[config.mk]
export PLATFORM = sky130hd
export DESIGN_NAME = spi_frame_receiver
export DESIGN_NICKNAME = d
export VERILOG_FILES = /design/src/rtl/spi_frame_receiver.sv
export SDC_FILE = /design/constraint.sdc
export NUM_CORES = 1
export LEC_CHECK = 0
export ABC_AREA = 1
export CAP_MARGIN = 10
export CORE_MARGIN = 1.5
export CORE_UTILIZATION = 30
export CTS_CLUSTER_SIZE = 10
export DETAILED_ROUTE_END_ITERATION = 8
export GPL_ROUTABILITY_DRIVEN = 0
export HOLD_SLACK_MARGIN = 0.1
export PLACE_DENSITY = 0.53
export SLEW_MARGIN = 10
export SYNTH_ARGS = -nofsm -noshare
export SYNTH_HDL_FRONTEND = slang
export SYNTH_SLANG_ARGS = --single-unit
[constraint.sdc]
create_clock -name clk -period 1.37 [get_ports clk]
set_input_delay 0.274 -clock clk [delete_from_list [all_inputs] [get_ports clk]]
set_output_delay 0.274 -clock clk [all_outputs]
set_load 0.005 [all_outputs]
[src/rtl/spi_frame_receiver.sv]
// SPI mode-0 slave front end: synchronises the pins, shifts in one
// opcode/A/B frame per chip-select window, hands it off over valid/ready.
module spi_frame_receiver #(
  parameter int OPCODE_WIDTH  = 8,
  parameter int OPERAND_WIDTH = 32,
  parameter int SYNC_STAGES   = 2
) (
  input  logic                     clk,
  input  logic                     rst_n,
  input  logic                     spi_sclk,
  input  logic                     spi_cs_n,
  input  logic                     spi_mosi,
  output logic                     frm_valid,
  input  logic                     frm_ready,
  output logic [OPCODE_WIDTH-1:0]  frm_opcode,
  output logic [OPERAND_WIDTH-1:0] frm_op_a,
  output logic [OPERAND_WIDTH-1:0] frm_op_b,
  output logic                     busy,
  output logic                     abort_pulse,
  output logic                     overrun
);
  localparam int FRAME_BITS = OPCODE_WIDTH + 2*OPERAND_WIDTH;
  localparam int CNT_W      = $clog2(FRAME_BITS + 1);
  localparam logic [CNT_W-1:0] LAST_BIT = CNT_W'(FRAME_BITS - 1);

  typedef enum logic [1:0] {IDLE, SHIFT, DONE} state_t;

  logic [SYNC_STAGES-1:0] sclk_sync, cs_sync, mosi_sync;
  logic                   sclk_d, cs_d;
  logic                   sclk_s, cs_s, mosi_s;
  logic                   sclk_rise, cs_fall, cs_rise;

  state_t                 state, state_nxt;
  logic [CNT_W-1:0]       cnt, cnt_nxt;
  logic [FRAME_BITS-1:0]  shreg;
  logic                   shift_en, frame_cpl, abort_nxt, frame_done;
  logic                   accept;

  // MOSI rides the same synchroniser depth as SCLK so the bit lines up with its edge
  always_ff @(posedge clk or negedge rst_n) begin
    if (!rst_n) begin
      sclk_sync <= '0;
      cs_sync   <= '1;
      mosi_sync <= '0;
      sclk_d    <= 1'b0;
      cs_d      <= 1'b1;
    end else begin
      sclk_sync <= {sclk_sync[SYNC_STAGES-2:0], spi_sclk};
      cs_sync   <= {cs_sync[SYNC_STAGES-2:0], spi_cs_n};
      mosi_sync <= {mosi_sync[SYNC_STAGES-2:0], spi_mosi};
      sclk_d    <= sclk_s;
      cs_d      <= cs_s;
    end
  end

  assign sclk_s    = sclk_sync[SYNC_STAGES-1];
  assign cs_s      = cs_sync[SYNC_STAGES-1];
  assign mosi_s    = mosi_sync[SYNC_STAGES-1];
  assign sclk_rise = sclk_s & ~sclk_d;
  assign cs_fall   = ~cs_s & cs_d;
  assign cs_rise   = cs_s & ~cs_d;

  always_comb begin
    state_nxt = state;
    cnt_nxt   = cnt;
    shift_en  = 1'b0;
    frame_cpl = 1'b0;
    abort_nxt = 1'b0;
    case (state)
      IDLE: if (cs_fall) begin
        state_nxt = SHIFT;
        cnt_nxt   = '0;
      end
      SHIFT: begin
        if (sclk_rise) begin
          shift_en = 1'b1;
          cnt_nxt  = cnt + CNT_W'(1);
          if (cnt == LAST_BIT) begin
            state_nxt = DONE;
            frame_cpl = 1'b1;
          end
        end
        // a final bit landing with CS rising still counts as a complete frame
        if (cs_rise && !frame_cpl) begin
          state_nxt = IDLE;
          abort_nxt = (cnt_nxt != '0);
        end
      end
      DONE: if (cs_rise) state_nxt = IDLE;
      default: state_nxt = IDLE;
    endcase
  end

  always_ff @(posedge clk or negedge rst_n) begin
    if (!rst_n) begin
      state       <= IDLE;
      cnt         <= '0;
      shreg       <= '0;
      frame_done  <= 1'b0;
      abort_pulse <= 1'b0;
    end else begin
      state       <= state_nxt;
      cnt         <= cnt_nxt;
      frame_done  <= frame_cpl;
      abort_pulse <= abort_nxt;
      if (shift_en) shreg <= {shreg[FRAME_BITS-2:0], mosi_s};
    end
  end

  assign busy   = (state == SHIFT);
  assign accept = frm_valid & frm_ready;

  always_ff @(posedge clk or negedge rst_n) begin
    if (!rst_n) begin
      frm_valid  <= 1'b0;
      frm_opcode <= '0;
      frm_op_a   <= '0;
      frm_op_b   <= '0;
      overrun    <= 1'b0;
    end else begin
      if (frame_done && (!frm_valid || frm_ready)) begin
        frm_valid  <= 1'b1;
        frm_opcode <= shreg[FRAME_BITS-1 -: OPCODE_WIDTH];
        frm_op_a   <= shreg[FRAME_BITS-OPCODE_WIDTH-1 -: OPERAND_WIDTH];
        frm_op_b   <= shreg[OPERAND_WIDTH-1:0];
      end else if (accept) begin
        frm_valid <= 1'b0;
      end
      // set is written last so it wins over a same-cycle clear
      if (accept) overrun <= 1'b0;
      if (frame_done && frm_valid && !frm_ready) overrun <= 1'b1;
    end
  end
endmodule

Word level (Yosys, flattened, before mapping)
Cells that the tools add are included.

Flip-flop bits (word level): 165. Bits of input ports: 6. Output and inout bits: 76. Word-level logic and storage cells: 66.

$add $sub $neg: 1. Eq/ne operators: 7. Muxes and demuxes: 21. Bitwise operators: 7. Reduce and logical (&&, ||, !) cells: 15.

Operator list (number): 7-bit 2-to-1 mux (3); 7-bit case mux with 2 select lines (1); 1-bit 2-to-1 mux (11); 2-bit 2-to-1 mux (5); 7-bit by 1-bit adder with 7-bit output (second input constant) (1); 7-bit == test (second input constant) (1); 7-bit nonzero test (1); 3-bit by 1-bit != test with 1-bit output (second input constant) (2); 2-bit case mux with 3 select lines (1); 2-bit nonzero test (3); 1-bit bitwise AND (4); 1-bit logical AND (4); 2-bit != test (second input constant) (2); 4-bit AND reduction (1); 1-bit logical NOT (3); 1-bit inverter (3); 2-bit by 1-bit == test with 1-bit output (second input constant) (1); 2-bit == test (second input constant) (1); 2-bit logical NOT (1); 2-bit AND reduction (1); 1-bit logical OR (1).

Depth between registers and ports, before layout
Depth after elaboration: 8. Mapped depth: 9. Mapped depth without buffers: 9.

Worst setup path before layout
OpenSTA, ideal clock, no wires.

Path kind: register -> register. Start: register cnt[0]. End: register abort_pulse. Setup time: 122 ps. Arrival: 1148 ps. Required time: 1248 ps. Path slack: 100 ps. Cell stages (with the launch flop): 9. Path buffers: 0. Period minus slack after synthesis: 1270 ps. Cell sequence: dfrtp_1 -> ha_1 -> nand3b_1 -> nand2_1 -> nand2_1 -> nor2_1 -> nand2_1 -> nor2_1 -> a21oi_1.

Word-level cells in the longest chain between the ends: 8. Elaborated cells between the ends (all ways): 12.

RTL lines: from (decl) (line 34) `logic [CNT_W-1:0] cnt, cnt_nxt;`; from (signal assigned) (line 103) `cnt <= cnt_nxt;`; parallel branches: the longest is 6 deep, another holds 7-bit by 1-bit adder with 7-bit output; 1-bit 2-to-1 mux (*) (line 84) `if (cs_rise && !frame_cpl) begin`; 1-bit 2-to-1 mux (*) (line 69) `case (state)`; named net abort_nxt (line 36) `logic shift_en, frame_cpl, abort_nxt, frame_done;`; to (signal assigned) (line 105) `abort_pulse <= abort_nxt;`; to (decl) (line 19) `output logic abort_pulse,`.

Mark *: on every way through the listed nets, which the timed path passes. The select of a mux whose other input is x is not followed. A chain may end at the register's enable or synchronous reset.

Worst setup path after layout
Start: register state[1]. End: register shreg[33].

Word-level cells in the longest chain between the ends: 2.

RTL lines: from (decl) (line 33) `state_t state, state_nxt;`; from (signal assigned) (line 102) `state <= state_nxt;`; 2-bit by 1-bit == test with 1-bit output (line 69); 1-bit 2-to-1 mux (line 69); to (signal assigned) (line 106) `if (shift_en) shreg <= {shreg[FRAME_BITS-2:0], mosi_s};`; to (decl) (line 35) `logic [FRAME_BITS-1:0] shreg;`.

No other way between the ends.

==> out/qor.yml <==
flow_run:
  max_cap_violations: 0
synthesis:
  synth_area_leaders: "dfrtp_1, nand2_1, o21ai_0, inv_1, o21ai_1"
  synth-compound-area-share: 0.1257
  ys_seq_area_frac: 0.6599
  synthFlopType: "dfrtp_1"
  yosys.area.top_type: "dfrtp_1"
  synth_nets: 644
  synth.most_common_cell: "nand2_1"
  synth_cell_types: 27
  syn_avg_cell_area_um2: 9.831
  netlist_top_cells_count: "nand2_1, dfrtp_1, o21ai_0, inv_1, o21ai_1"
  synthAdderAreaFrac: 0.001998
  syn_inst: 637
  muxShareOfSynthArea: 0.001798
  synthXorXnorAreaFrac: 0
  synth_top_family_by_area: "simple AND/OR/NAND/NOR gates"
  ys_ff_latch: 165
  synth-simple-area-share: 0.1281
  synth.top_cell.area_share: 0.6474
  ys_warn_count: 0
  synth.cell_area_um2: 6262
  synth-edff-count: 0
  synthArstFlopShare: 1.000
route:
  drt_iter0_drc: 258
  postRouteAntennaNets: 0
  wl_per_cell_um: 11.89
  vias: 4469
  firstDrtPassIters: 4
  wl_um: 12740
  avgViaCountPerCell: 4.173
  drcViolationCount: 0
die:
  core_area_um2: 20360
  rows: 52
  die_h_um: 147.5
  start_util: 0.3075
  num_io_pins: 82
  fp.dieW_um: 147.5
  die-area_um2: 21750
timing:
  max_freq_mhz: 698.9
  final-max-slew-violation-count: 0
  timing.final.ws_setup_ns: -0.06087
  hold_viol: 0
  rsz0062_at_grt: "yes"
  fin_skew_ns: 0.006056
  period_needed_ns: 1.431
  worstMarginPinSlew_ns: 0.3587
  finalCritPeriodShare: 1.044
  finalSetupViolations: 6
  fin_tns_setup_ns: -0.2961
  maxSlewHeadroom: 0.7609
finish:
  area_growth_syn_to_layout_pct: 36.16
  utilization: 0.4187
  drive_gt1_frac: 0.1685
  diodes: 0
  nets: 795
  fillerInstances: 2043
  final_area_um2: 8527
  fin_cells: 1071
clock_tree:
  clock-root-buffer: "clkbuf_16"
  clock_sinks: 165
  h-tree-depth: 4
  cts_max_path_buffers: 2
  cts_buffers: 17
  clk_pin_slew_worst_paths_ns: 0.06
  worstSkewPairLatency_ns: 0.42
  cts_tree: "done"
setup_path:
  worstSetupPathType: "register to register"
  crit_family: "buffers and inverters"
  reg2regPathDepth: 7
  cpMaxStageDelayCell: "dfrtp_1"
  cp_num_cells: 7
  crit_top_cell: "buf_4"
  r2r_setup_slack_ns: -0.06
  worst-path-max-fanout: 10
  end_kind: "register"
  crit_arrival_ns: 1.74
  required_ns: 1.68
  max_stage_delay_ns: 0.41
  critPathLaunchType: "register"
  path_cells: "nor2_4, buf_4, nand2_8, buf_2, buf_4, nand2_1, o21ai_1"
  crit_buf_inv: 3
placed_design:
  dpl_cell_area_um2: 7521
  dp_slack_ns: -0.2420
  dpl.cell_count: 986
  place_hpwl_um: 8283
  portBuffers: 81
power_and_ir_drop:
  leakage_nw: 3.950
  power_density_nw_per_um2: 1262
  max-vdd-ir-drop_mv: 0.7857
global_route:
  grt_pass1_vias: 4357
  antenna_found_initial: 0
  grt_pass1_wl_um: 20950
  grt_max_degree: 49
  grt_overflow_total: 0
  grt_usage: 0.1220
worst_hold_path:
  whs_path_depth: 1
  hold_path_class: "input port to register"
status:
  outcome: "finished, violations left"
  violations: "negative setup slack"
placed cells by master (no fill, tap or decap), types with 4 or more instances in the layout:
cell type	netlist	layout
buf_4	6	68
clkdlybuf4s15_1	0	51
nor2_1	10	8
o22ai_1	7	6
clkbuf_8	0	4
buf_6	7	4
o21ai_1	59	61
buf_12	0	7
clkbuf_16	0	18
clkdlybuf4s50_1	0	4
clkbuf_2	1	5
dlygate4sd2_1	0	19
nand3_1	8	7
dfrtp_1	162	161
nand2_1	172	172
o21ai_0	84	82
inv_1	83	83
cell families (layout without fill, tap and decap cells):
kind of cell / Yosys count / after routing
mux: 1 / 1
fa+ha+maj: 1 / 1
compound gates: 154 / 154
buf+inv: 116 / 280
flops: 165 / 165
simple gates: 200 / 200
state kept, by name (all words and copies together) (netlist names), 2 cells and up:
signal      count
state           2
frm_op_a       32
mosi_sync       2
sclk_sync       2
shreg          72
cs_sync         2
frm_op_b       32
cnt             7
frm_opcode      8
path summary, 6_finish.rpt:
check,startpoint,to
min,spi_cs_n,cs_sync[0]
max,state[1],shreg[33]
max reg2reg,state[1],shreg[33]
max in group asynchronous,rst_n,shreg[30]
min in group asynchronous,rst_n,frm_op_b[23]
min reg2reg,mosi_sync[0],mosi_sync[1]
power breakdown:
| group | switching (W) | total [W] | internal [W] |
|---|---|---|---|
| clock network | 0.00185 | 0.00472 | 0.00287 |
| registers | 0.000105 | 0.00515 | 0.00504 |
| logic | 0.000521 | 0.000896 | 0.000375 |
metrics by stage:
stage                     power, W  hold slack (ns)
after floorplan           0.005657         -0.02159
after global placement    0.006033           0.2043
after detailed placement  0.006045           0.2035
after CTS                  0.01085           0.2360
after global routing       0.01131           0.2479
final                      0.01076           0.2552
routing by layer:
layer | vias to the layer above | track usage | share of wire
li1 | 2322 | - | -
met1 | 2072 | 0.1600 | 0.49
met2 | 61 | 0.1913 | 0.46
met3 | 14 | 0.03796 | 0.039
met4 | 0 | 0.04200 | 0.012
met5 | - | 0 | 0
timing repair:
item,in CTS,in global routing
buffers inserted,24,27
gates cloned,0,1
hold buffers,1,0
endpoints found under the setup margin,77,111
hold endpoints to repair,146,0
gates resized for setup,106,48
pin swaps,2,5
final cells by class:
cell class / count / area [um^2] / share of cell area
clock buffers: 24 / 491.7 / 0.05767
clock inverters: 8 / 97.59 / 0.01145
inverters: 86 / 322.8 / 0.03786
multi-input cells: 356 / 1660 / 0.1947
flip-flops and latches: 165 / 4134 / 0.4848
well taps: 270 / 337.8 / 0.03962
repair buffers: 162 / 1483 / 0.1739
Power figures use the tool's default switching activity.
